--- src/rtl/riscv_ctrl_pkg.sv ---
// ============================================================================
//  Module   : riscv_ctrl_pkg
//  Brief    : Shared encodings for the multi-cycle RV32I control FSM.
//  Revision : 1.0 - initial release
// ============================================================================
`default_nettype none

package riscv_ctrl_pkg;

    typedef enum logic [3:0] {
        S_IDLE     = 4'd0,
        S_FETCH    = 4'd1,
        S_DECODE   = 4'd2,
        S_MEMADR   = 4'd3,
        S_MEMREAD  = 4'd4,
        S_MEMWB    = 4'd5,
        S_MEMWRITE = 4'd6,
        S_EXEC_R   = 4'd7,
        S_EXEC_I   = 4'd8,
        S_ALUWB    = 4'd9,
        S_BEQ      = 4'd10,
        S_JAL      = 4'd11,
        S_TRAP     = 4'd12
    } state_t;

    typedef enum logic [1:0] {
        ALU_OP_ADD   = 2'd0,
        ALU_OP_SUB   = 2'd1,
        ALU_OP_FUNCT = 2'd2
    } alu_op_t;

    localparam logic [6:0] OP_LOAD   = 7'b0000011;
    localparam logic [6:0] OP_STORE  = 7'b0100011;
    localparam logic [6:0] OP_RTYPE  = 7'b0110011;
    localparam logic [6:0] OP_ITYPE  = 7'b0010011;
    localparam logic [6:0] OP_BRANCH = 7'b1100011;
    localparam logic [6:0] OP_JAL    = 7'b1101111;

    localparam logic [3:0] ALU_ADD = 4'b0000;
    localparam logic [3:0] ALU_SUB = 4'b0001;
    localparam logic [3:0] ALU_AND = 4'b0010;
    localparam logic [3:0] ALU_OR  = 4'b0011;
    localparam logic [3:0] ALU_XOR = 4'b0100;
    localparam logic [3:0] ALU_SLT = 4'b0101;
    localparam logic [3:0] ALU_SLL = 4'b0110;
    localparam logic [3:0] ALU_SRL = 4'b0111;
    localparam logic [3:0] ALU_SRA = 4'b1000;

    localparam logic [1:0] SRC_A_PC     = 2'b00;
    localparam logic [1:0] SRC_A_OLDPC  = 2'b01;
    localparam logic [1:0] SRC_A_RS1    = 2'b10;
    localparam logic [1:0] SRC_B_RS2    = 2'b00;
    localparam logic [1:0] SRC_B_IMM    = 2'b01;
    localparam logic [1:0] SRC_B_FOUR   = 2'b10;
    localparam logic [1:0] RES_ALUOUT   = 2'b00;
    localparam logic [1:0] RES_MEMDATA  = 2'b01;
    localparam logic [1:0] RES_ALU      = 2'b10;

endpackage

`default_nettype wire

--- src/rtl/riscv_alu_decoder.sv ---
// ============================================================================
//  Module   : riscv_alu_decoder
//  Brief    : Combinational ALU-control decode from alu_op, fn3, fn7[5], opcode[5].
//  Revision : 1.0 - initial release
// ============================================================================
`default_nettype none

module riscv_alu_decoder
    import riscv_ctrl_pkg::*;
(
    input  alu_op_t    alu_op,
    input  logic [2:0] fn3,
    input  logic       fn7_b5,
    input  logic       op_b5,
    output logic [3:0] alu_ctrl
);

    always_comb begin
        alu_ctrl = ALU_ADD;
        case (alu_op)
            ALU_OP_ADD: alu_ctrl = ALU_ADD;
            ALU_OP_SUB: alu_ctrl = ALU_SUB;
            ALU_OP_FUNCT: begin
                case (fn3)
                    // fn7[5] on an I-type ADDI is immediate data, not a SUB request
                    3'b000:  alu_ctrl = (op_b5 && fn7_b5) ? ALU_SUB : ALU_ADD;
                    3'b001:  alu_ctrl = ALU_SLL;
                    3'b010:  alu_ctrl = ALU_SLT;
                    3'b011:  alu_ctrl = ALU_SLT;
                    3'b100:  alu_ctrl = ALU_XOR;
                    3'b101:  alu_ctrl = fn7_b5 ? ALU_SRA : ALU_SRL;
                    3'b110:  alu_ctrl = ALU_OR;
                    default: alu_ctrl = ALU_AND;
                endcase
            end
            default: alu_ctrl = ALU_ADD;
        endcase
    end

endmodule

`default_nettype wire

--- src/rtl/riscv_multicycle_ctrl.sv ---
// ============================================================================
//  Module   : riscv_multicycle_ctrl
//  Brief    : Multi-cycle RV32I-subset control FSM with retire counter and traps.
//  Revision : 1.0 - initial release
// ============================================================================
`default_nettype none

module riscv_multicycle_ctrl
    import riscv_ctrl_pkg::*;
#(
    parameter int CNT_W       = 32,
    parameter int MEM_TIMEOUT = 16
) (
    input  logic             clk,
    input  logic             reset,
    input  logic [6:0]       opcode,
    input  logic [2:0]       fn3,
    input  logic [6:0]       fn7,
    input  logic             zero,
    input  logic             mem_ready,
    output logic             pc_write,
    output logic             ir_write,
    output logic             mem_read,
    output logic             mem_write,
    output logic             reg_write,
    output logic             adr_src,
    output logic [1:0]       alu_src_a,
    output logic [1:0]       alu_src_b,
    output logic [1:0]       result_src,
    output logic [3:0]       alu_ctrl,
    output logic [3:0]       state_out,
    output logic             illegal,
    output logic [CNT_W-1:0] retired_count
);

    localparam int c_wait_w = (MEM_TIMEOUT > 1) ? $clog2(MEM_TIMEOUT) : 1;
    localparam logic [c_wait_w-1:0] c_wait_last =
        (MEM_TIMEOUT > 0) ? c_wait_w'(MEM_TIMEOUT - 1) : '0;

    state_t              r_state;
    state_t              w_next;
    alu_op_t             w_alu_op;
    logic [c_wait_w-1:0] r_wait;
    logic [CNT_W-1:0]    r_retired;
    logic                w_mem_wait;
    logic                w_timeout;
    logic                w_retire;
    logic                w_enter_wait;
    logic                w_unused_fn7;

    assign w_unused_fn7 = &{1'b0, fn7[6], fn7[4:0]};

    assign w_mem_wait = (r_state == S_FETCH) || (r_state == S_MEMREAD) ||
                        (r_state == S_MEMWRITE);
    // a handshake completing on the last allowed cycle takes priority over the trap
    assign w_timeout  = (MEM_TIMEOUT > 0) && w_mem_wait && !mem_ready &&
                        (r_wait == c_wait_last);
    assign w_retire   = (r_state == S_MEMWB) || (r_state == S_ALUWB) ||
                        (r_state == S_BEQ) || ((r_state == S_MEMWRITE) && mem_ready);
    assign w_enter_wait = (w_next != r_state) &&
                          ((w_next == S_FETCH) || (w_next == S_MEMREAD) ||
                           (w_next == S_MEMWRITE));

    riscv_alu_decoder u_alu_dec (
        .alu_op   (w_alu_op),
        .fn3      (fn3),
        .fn7_b5   (fn7[5]),
        .op_b5    (opcode[5]),
        .alu_ctrl (alu_ctrl)
    );

    always_ff @(posedge clk or posedge reset) begin
        if (reset) begin
            r_state <= S_IDLE;
        end else begin
            r_state <= w_next;
        end
    end

    always_comb begin
        w_next     = r_state;
        pc_write   = 1'b0;
        ir_write   = 1'b0;
        mem_read   = 1'b0;
        mem_write  = 1'b0;
        reg_write  = 1'b0;
        adr_src    = 1'b0;
        alu_src_a  = SRC_A_PC;
        alu_src_b  = SRC_B_RS2;
        result_src = RES_ALUOUT;
        w_alu_op   = ALU_OP_ADD;
        illegal    = 1'b0;
        case (r_state)
            S_IDLE: w_next = S_FETCH;
            S_FETCH: begin
                mem_read   = 1'b1;
                alu_src_b  = SRC_B_FOUR;
                result_src = RES_ALU;
                ir_write   = mem_ready;
                pc_write   = mem_ready;
                if (mem_ready)      w_next = S_DECODE;
                else if (w_timeout) w_next = S_TRAP;
            end
            S_DECODE: begin
                alu_src_a = SRC_A_OLDPC;
                alu_src_b = SRC_B_IMM;
                case (opcode)
                    OP_LOAD, OP_STORE: w_next = S_MEMADR;
                    OP_RTYPE:          w_next = S_EXEC_R;
                    OP_ITYPE:          w_next = S_EXEC_I;
                    OP_BRANCH:         w_next = (fn3 == 3'b000) ? S_BEQ : S_TRAP;
                    OP_JAL:            w_next = S_JAL;
                    default:           w_next = S_TRAP;
                endcase
            end
            S_MEMADR: begin
                alu_src_a = SRC_A_RS1;
                alu_src_b = SRC_B_IMM;
                w_next    = (opcode == OP_LOAD) ? S_MEMREAD : S_MEMWRITE;
            end
            S_MEMREAD: begin
                mem_read = 1'b1;
                adr_src  = 1'b1;
                if (mem_ready)      w_next = S_MEMWB;
                else if (w_timeout) w_next = S_TRAP;
            end
            S_MEMWB: begin
                result_src = RES_MEMDATA;
                reg_write  = 1'b1;
                w_next     = S_FETCH;
            end
            S_MEMWRITE: begin
                mem_write = 1'b1;
                adr_src   = 1'b1;
                if (mem_ready)      w_next = S_FETCH;
                else if (w_timeout) w_next = S_TRAP;
            end
            S_EXEC_R: begin
                alu_src_a = SRC_A_RS1;
                alu_src_b = SRC_B_RS2;
                w_alu_op  = ALU_OP_FUNCT;
                w_next    = S_ALUWB;
            end
            S_EXEC_I: begin
                alu_src_a = SRC_A_RS1;
                alu_src_b = SRC_B_IMM;
                w_alu_op  = ALU_OP_FUNCT;
                w_next    = S_ALUWB;
            end
            S_ALUWB: begin
                result_src = RES_ALUOUT;
                reg_write  = 1'b1;
                w_next     = S_FETCH;
            end
            S_BEQ: begin
                alu_src_a  = SRC_A_RS1;
                alu_src_b  = SRC_B_RS2;
                w_alu_op   = ALU_OP_SUB;
                result_src = RES_ALUOUT;
                pc_write   = zero;
                w_next     = S_FETCH;
            end
            S_JAL: begin
                alu_src_a  = SRC_A_OLDPC;
                alu_src_b  = SRC_B_FOUR;
                result_src = RES_ALUOUT;
                pc_write   = 1'b1;
                w_next     = S_ALUWB;
            end
            S_TRAP: illegal = 1'b1;
            default: w_next = S_TRAP;
        endcase
    end

    always_ff @(posedge clk or posedge reset) begin
        if (reset) begin
            r_wait <= '0;
        end else if (w_enter_wait) begin
            r_wait <= '0;
        end else if (w_mem_wait && !mem_ready) begin
            r_wait <= r_wait + 1'b1;
        end
    end

    always_ff @(posedge clk or posedge reset) begin
        if (reset) begin
            r_retired <= '0;
        end else if (w_retire) begin
            r_retired <= r_retired + CNT_W'(1);
        end
    end

    assign state_out     = r_state;
    assign retired_count = r_retired;

endmodule

`default_nettype wire

--- config.mk ---
export PLATFORM = sky130hd
export DESIGN_NAME = riscv_multicycle_ctrl
export DESIGN_NICKNAME = d
export VERILOG_FILES = /design/src/rtl/riscv_ctrl_pkg.sv /design/src/rtl/riscv_alu_decoder.sv /design/src/rtl/riscv_multicycle_ctrl.sv
export SDC_FILE = /design/constraint.sdc
export NUM_CORES = 1
export LEC_CHECK = 0
export CELL_PAD_IN_SITES_DETAIL_PLACEMENT = 1
export CELL_PAD_IN_SITES_GLOBAL_PLACEMENT = 1
export CORE_MARGIN = 5
export CORE_UTILIZATION = 32
export DETAILED_ROUTE_END_ITERATION = 16
export HOLD_SLACK_MARGIN = 0.12
export PLACE_DENSITY = 0.85
export SLEW_MARGIN = 20
export SYNTH_ARGS = -nofsm -noshare
export SYNTH_HDL_FRONTEND = slang
export SYNTH_SLANG_ARGS = --single-unit
--- constraint.sdc ---
create_clock -name clk -period 2.1 [get_ports clk]
set_input_delay 0.315 -clock clk [delete_from_list [all_inputs] [get_ports clk]]
set_output_delay 0.315 -clock clk [all_outputs]
set_load 0.005 [all_outputs]
## Yosys cells after proc, flatten, opt, wreduce, memory -nomap -nowiden

Cells that the tools add are included.

- Flip-flop bits (word level): 40
- Bits in latches: 0
- Memory bits (writable): 0
- Memory bits (read-only): 0
- Output and inout bits: 53
- Logic and storage cells: 89
- Memories: 0

- Add/subtract/negate cells: 2
- Multipliers: 0
- Div/mod/pow operators: 0
- Order comparisons: 0
- Equal/unequal tests: 31
- Shift operators: 0
- Multiplexer cells: 25
- Bitwise logic cells: 0
- Reduce and logical (&&, ||, !) cells: 28

Operators by type and width:

| cell | number |
|---|---|
| adder 32 x 1 -> 32 bit, second input constant | 1 |
| case mux 4 bit (8 select lines) | 1 |
| 2-to-1 mux 4 bit | 7 |
| equality test 4 x 3 -> 1 bit, second input constant | 6 |
| equality test 4 bit, second input constant | 6 |
| case mux 4 bit (6 select lines) | 1 |
| case mux 4 bit (5 select lines) | 1 |
| case mux 2 bit (2 select lines) | 4 |
| OR reduction 2 bit | 8 |
| equality test 7 x 6 -> 1 bit, second input constant | 2 |
| equality test 7 bit, second input constant | 2 |
| equality test 3 bit, second input constant | 3 |
| equality test 4 x 1 -> 1 bit, second input constant | 2 |
| equality test 4 x 2 -> 1 bit, second input constant | 2 |
| case mux 4 bit (2 select lines) | 1 |
| OR reduction 4 bit | 2 |
| equality test 7 x 2 -> 1 bit, second input constant | 1 |
| equality test 7 x 5 -> 1 bit, second input constant | 1 |
| logical OR 1 bit | 7 |
| 2-to-1 mux 1 bit | 7 |
| equality test 3 x 2 -> 1 bit, second input constant | 2 |
| OR reduction 3 bit | 2 |
| logical AND 1 bit | 5 |
| adder 4 x 1 -> 4 bit, second input constant | 1 |
| other kinds (11) | 11 |

## Longest topological paths before layout

Gate-level depths: netlist of the first run.

- Depth in word-level cells: 13
- Depth in mapped cells: 9

## Cells and area by module

Synthesis of the first run repeated with hierarchy kept, for this count alone.

- Cells, all modules: 273
- Area, all modules: 2,453.6 um^2

By module, submodules not included:

| module | times used | cells each | area each (um^2) | sequential area each (um^2) |
|---|---|---|---|---|
| riscv_multicycle_ctrl | 1 | 253 | 2,319.7 | 1,001.0 |
| riscv_alu_decoder | 1 | 20 | 133.9 | 0.0 |

## Worst setup path after synthesis of the first run

Ideal clock, no wire load.

- Path type: register to register
- From: register r_state[0] (netlist: state_out[0])
- To: register r_wait[3]
- Data arrival time: 1,957 ps
- Setup slack: 67 ps
- Stages on the path, launching flop included: 8
- Cells stage by stage: dfrtp_1 > buf_6 > or4b_4 > a31o_1 > and3_4 > a221oi_4 > nand3_1 > o21ai_1

- Word-level cells in the longest chain between the ends: 13
- Elaborated cells between the ends (all ways): 33
- Classes of those cells: eq/ne: 16; mux: 6; reduce/logical: 11

Ends and longest elaborated chain:

| what | line | RTL |
|---|---|---|
| start, declared | riscv_multicycle_ctrl.sv:40 | `state_t r_state;` |
| start signal, assigned | riscv_multicycle_ctrl.sv:76 | `r_state <= w_next;` |
| equality test 4 x 1 -> 1 bit or equality test 4 x 3 -> 1 bit (tied branches) | riscv_multicycle_ctrl.sv:53, riscv_multicycle_ctrl.sv:93 |  |
| logical OR 1 bit (2 in a row) | riscv_multicycle_ctrl.sv:53 | `assign w_mem_wait = (r_state == S_FETCH) \|\| (r_state == S_MEMREAD) \|\|` |
| logical AND 1 bit | riscv_multicycle_ctrl.sv:56, riscv_multicycle_ctrl.sv:180 |  |
| logical AND 1 bit | riscv_multicycle_ctrl.sv:56 | `assign w_timeout = (MEM_TIMEOUT > 0) && w_mem_wait && !mem_ready &&` |
| 2-to-1 mux 4 bit | riscv_multicycle_ctrl.sv:102, riscv_multicycle_ctrl.sv:125, riscv_multicycle_ctrl.sv:136 |  |
| 2-to-1 mux 4 bit (on tied branches) | riscv_multicycle_ctrl.sv:135, riscv_multicycle_ctrl.sv:101, riscv_multicycle_ctrl.sv:124 |  |
| case mux 4 bit (8 select lines) | riscv_multicycle_ctrl.sv:93 | `case (r_state)` |
| equality test 4 x 1 -> 1 bit or equality test 4 x 3 -> 1 bit (tied branches) | riscv_multicycle_ctrl.sv:61 | `((w_next == S_FETCH) \|\| (w_next == S_MEMREAD) \|\|` |
| logical OR 1 bit (2 in a row) | riscv_multicycle_ctrl.sv:61 |  |
| logical AND 1 bit | riscv_multicycle_ctrl.sv:60 | `assign w_enter_wait = (w_next != r_state) &&` |
| 2-to-1 mux 4 bit or nonzero test 2 bit (tied branches) | n/a |  |
| end signal, assigned | riscv_multicycle_ctrl.sv:181 | `r_wait <= r_wait + 1'b1;` |
| end, declared | riscv_multicycle_ctrl.sv:43 | `logic [c_wait_w-1:0] r_wait;` |

Parallel ways exist; a longest one is shown, timed or not.
A chain may end at the register's enable or synchronous reset.

## Worst setup path in the final report of the first run

- From: input port mem_ready
- To: register r_wait[1]

- Word-level cells in the longest chain between the ends: 11
- Elaborated cells between the ends (all ways): 17
- Classes of those cells: eq/ne: 4; mux: 6; reduce/logical: 7

Ends and longest elaborated chain:

| what | line | RTL |
|---|---|---|
| start, declared | riscv_multicycle_ctrl.sv:20 | `input logic mem_ready,` |
| zero test 1 bit | riscv_multicycle_ctrl.sv:56, riscv_multicycle_ctrl.sv:180 |  |
| logical AND 1 bit | riscv_multicycle_ctrl.sv:56, riscv_multicycle_ctrl.sv:180 |  |
| logical AND 1 bit | riscv_multicycle_ctrl.sv:56 |  |
| 2-to-1 mux 4 bit | riscv_multicycle_ctrl.sv:102, riscv_multicycle_ctrl.sv:125, riscv_multicycle_ctrl.sv:136 |  |
| 2-to-1 mux 4 bit (on tied branches) | riscv_multicycle_ctrl.sv:135, riscv_multicycle_ctrl.sv:101, riscv_multicycle_ctrl.sv:124 |  |
| case mux 4 bit (8 select lines) | riscv_multicycle_ctrl.sv:93 |  |
| equality test 4 x 1 -> 1 bit or equality test 4 x 3 -> 1 bit (tied branches) | riscv_multicycle_ctrl.sv:61 |  |
| logical OR 1 bit (2 in a row) | riscv_multicycle_ctrl.sv:61 |  |
| logical AND 1 bit | riscv_multicycle_ctrl.sv:60 |  |
| 2-to-1 mux 4 bit or nonzero test 2 bit (tied branches) | n/a |  |

Parallel ways exist; a longest one is shown, timed or not.

==> results.sh, run 1 <==
export IMPL_outcome="complete, but fails checks"
export IMPL_failed_checks="setup timing"
export IMPL_synth_cell_types=63
export IMPL_multiInputGateArea_um2=1900
export IMPL_ctsHtreeMaxLevel=2
export IMPL_avgSynthCellArea_um2=9.00
export IMPL_setup_viol=17
export IMPL_track_usage_pct=18.8
export IMPL_hold_ws_ns=0.454
export IMPL_cts_root_to_sink_buffers=2
export IMPL_cts_sinks=40
export IMPL_worstSetupPathType="input port to flop"
export IMPL_setup_ws_ns=-0.247
export IMPL_die_area_um2=10200
export IMPL_worst_ep_required_time_ns=2.26
export IMPL_antenna_violating_nets_post_route=0
export IMPL_n_fill_cell=923
export IMPL_register_bit_count_reported_by_yosys=40
export IMPL_finalInstanceArea_um2=4470
export IMPL_critical_path_max_stage_delay_ns=0.56
export IMPL_die_y_um=101
export IMPL_yosysSeqAreaShare_pct=37.6
export IMPL_top_layer_used="met4"
export IMPL_slew_viol_final=0
export IMPL_global_route_overflow_total=0
export IMPL_cts_bufs_inserted=5
export IMPL_post_drt_via_cell_ratio=5.24
export IMPL_grt_antenna_before_repair=0
export IMPL_final_wl_mm=10.6
export IMPL_slowest_stage="clkdlybuf4s50_1"
export IMPL_synth_area_um2=2660
export IMPL_tns_ns=-1.26
export IMPL_drc_errors=0
export IMPL_place_port_buffers=67
export IMPL_timing_critical_path_arrival_ns=2.50
export IMPL_min_path_type="input port to asynchronous set/reset pin"
export IMPL_vias_in_the_first_global_route=3092
export IMPL_tightest_slew_ns=0.614
export IMPL_io_pins=74
export IMPL_count_of_standard_cell_rows=33
export IMPL_register_area_um2=1000
export IMPL_finalWorstPathRequiredPeriod_ns=2.35
export IMPL_critical_path_buf_inv_count=3
export IMPL_post_synthesis_to_final_layout_area_growth_pct=68.0
export IMPL_peakVddDrop_mv=0.345
export IMPL_cp_cell_sequence="clkdlybuf4s50_1 -> buf_4 -> nor2_1 -> o2111ai_2 -> buf_4 -> a21oi_1 -> nand4b_1 -> o22ai_2 -> o22ai_2"
export IMPL_antenna_cells=0
export IMPL_cts_clk_slew_worst_paths_ns=0.07
export IMPL_root_buffer="clkbuf_8"
export IMPL_max_slew_margin_rel_pct=58.7
export IMPL_grt_max_degree=41
export IMPL_cp_top_family="buffers and inverters"
export IMPL_tritoncts="built"
export IMPL_drt_pass1_iter_count=4
export IMPL_wl_met3_um=446
export IMPL_post_synth_arst_share_pct=100
export IMPL_setup_repair_after_global_routing_missed_its_margin="true"
export IMPL_report_power_total_mw=4.62
export IMPL_clk_insertion_delay_late_ns=0.29
export IMPL_drt_wirelength_per_cell_um=19.7
export IMPL_number_of_enable_flip_flop_cells_after_synthesis=0
export IMPL_layout_drive_gt1_share_pct=36.1
export IMPL_maxClockFrequency_ghz=0.426
export IMPL_synthesis_instances=296
export IMPL_dr_wl_met2_mm=5.56
export IMPL_place_hpwl_mm=6.75
export IMPL_clock_skew_final_ns=0.00508
export IMPL_synth_warning_count=0
export IMPL_dominantRegCellSynth="dfrtp_1"
export IMPL_core_box_area_um2=8180
export IMPL_placement_cell_area_um2=3830
export IMPL_worstSetupEndpointType="flop"
export IMPL_vias=2827
export IMPL_finish_net_count=460
export IMPL_overall_die_width_um=101
export IMPL_met1Wirelength_mm=4.22
export IMPL_finalHoldViolations=0
export IMPL_total_leakage_power_nw=2.08
export IMPL_grt_pass1_wl_mm=15.4
export IMPL_cap_violations=0
export IMPL_crit_fanout=6
export IMPL_drtIter0Drc=69
export IMPL_post_route_period_util_pct=112
export IMPL_postSynthNetCount=321
export IMPL_cellPowerDensity_nw_per_um2=1030
export IMPL_routabilityCongestion=0.858
export IMPL_startpoint_type="input port"
export IMPL_starting_density_of_the_core_pct=32.6
Yosys cell counts (all sizes together) (3+ instances only):
| master | count | area share, % |
|---|---|---|
| nor2b | 4 | 0.94 |
| nor2 | 33 | 5.2 |
| clkbuf | 5 | 0.70 |
| o21ai | 11 | 2.1 |
| buf | 7 | 1.5 |
| nor3 | 5 | 0.94 |
| nand4 | 8 | 1.9 |
| or2 | 4 | 0.94 |
| inv | 13 | 1.8 |
| or3 | 3 | 0.70 |
| o2111ai | 3 | 1.5 |
| a211oi | 5 | 1.6 |
| a21oi | 10 | 2.2 |
| ha | 4 | 1.9 |
| dfrtp | 40 | 38 |
| and3 | 6 | 1.6 |
| and4 | 5 | 1.6 |
| nand2 | 31 | 4.4 |
| nand2b | 8 | 1.9 |
| o22ai | 4 | 0.94 |
| xor2 | 17 | 5.6 |
| nand3 | 10 | 1.9 |
| xnor2 | 19 | 6.3 |
| nor3b | 4 | 1.3 |
worst min-delay path, delay by kind of cell:
| family | cells | cell delay, ns |
|---|---|---|
| buffers and inverters | 3 | 0.88 |
metal layers:
metal | up-vias | track usage (%)
met4 | 0 | 8.08
met1 | 1403 | 21.7
li1 | 1323 | -
met2 | 76 | 34.2
met5 | - | 0
met3 | 25 | 2.82
sequential cells by signal, indices dropped and copies added, names as in the netlist:
name and flops:
state_out 4, retired_count 32, r_wait 4
power breakdown:
part / switching, mW / total (mW) / leakage, nW / internal [mW]
clock: 0.261 / 0.487 / 0.0410 / 0.226
sequential: 0.138 / 1.02 / 0.535 / 0.879
combinational: 1.54 / 3.12 / 1.51 / 1.58
total: 1.94 / 4.62 / 2.08 / 2.68
path summary, 6_finish.rpt:
kind / from / end / slack, ns / depth (start not counted)
worst min register to register: retired_count[31]$_DFFE_PP0P_ / retired_count[31]$_DFFE_PP0P_ / 0.47 / 1
worst max-delay path: mem_ready / r_wait[1]$_DFFE_PP0P_ / -0.25 / 9
worst max register to register: state_out[0]$_DFF_PP0_ / r_wait[1]$_DFFE_PP0P_ / -0.24 / 8
max in group asynchronous: reset / state_out[1]$_DFF_PP0_ / 1.25 / 3
worst min-delay path: reset / retired_count[31]$_DFFE_PP0P_ / 0.45 / 3
min in group clk: retired_count[31]$_DFFE_PP0P_ / retired_count[31]$_DFFE_PP0P_ / 0.47 / 1
through the flow:
| stage | worst slack [ns] | util, % | cells |
|---|---|---|---|
| 2_1_floorplan | 0.0670 | - | 296 |
| 3_3_place_gp | -0.333 | 46.9 | 513 |
| 3_5_place_dp | -0.480 | 46.9 | 513 |
| 4_1_cts | -0.0836 | 51.1 | 532 |
| 5_1_grt | -0.361 | 54.7 | 540 |
| 6_report | -0.247 | 54.7 | 540 |
area by class of cell:
cell class	count	share of cell area (%)
well taps	105	2.94
repair buffers	144	29.3
multi-input cells	231	42.5
flip-flops and latches	40	22.4
clock buffers	6	1.62
inverters	13	1.09
clock inverters	1	0.112
repair_timing:
action	CTS	global route
cloned	0	1
pin swaps	23	20
setup buffers	13	9
setup endpoints to repair	34	34
resized for setup	73	57
hold buffers	0	0
placed cells by master, fill, tap and decap left out, types with 3 or more instances in the layout:
| cell | synthesis | layout |
|---|---|---|
| xnor2_1 | 19 | 19 |
| buf_6 | 1 | 8 |
| nand2b_4 | 0 | 5 |
| nor3_1 | 5 | 3 |
| buf_2 | 4 | 3 |
| dlymetal6s2s_1 | 0 | 10 |
| nor2_2 | 6 | 3 |
| inv_1 | 13 | 12 |
| o21ai_0 | 10 | 8 |
| xor2_1 | 17 | 17 |
| and4_1 | 5 | 5 |
| nor2_1 | 27 | 20 |
| a21oi_1 | 8 | 4 |
| nand2b_1 | 8 | 3 |
| buf_4 | 0 | 66 |
| clkbuf_2 | 0 | 3 |
| dlygate4sd2_1 | 0 | 6 |
| nor2_4 | 0 | 10 |
| nand2_1 | 31 | 30 |
| and3_1 | 5 | 5 |
| nand3_1 | 10 | 10 |
| clkbuf_8 | 0 | 5 |
| or2_2 | 4 | 3 |
| dfrtp_1 | 40 | 38 |
| o22ai_2 | 0 | 3 |
| a21oi_2 | 2 | 4 |
| clkdlybuf4s50_1 | 0 | 44 |
| o21ai_1 | 1 | 3 |
| nand4_1 | 8 | 8 |
kinds of logic after synthesis:
logic type	Yosys count	synth area share [%]
AOI/OAI and AO/OA	53	15.2
xor gates and xnor gates	36	11.8
adders and majority gates	4	1.88
and+or+nand+nor	136	28.7
muxes	2	0.799
DFF	40	37.6
buffers and inverters	25	3.99
Power figures use the tool's default switching activity.
==> run 2, diff against run 1 <==
HOLD_SLACK_MARGIN = 0.06   (was 0.12)
==> results of run 2 <==
No change in the layout: final DEF, timing and power equal those of run 1.
==> run 3, diff against run 2 <==
SLEW_MARGIN = 10   (was 20)
==> results of run 3 <==
No change in the layout: final DEF, timing and power equal those of run 1.
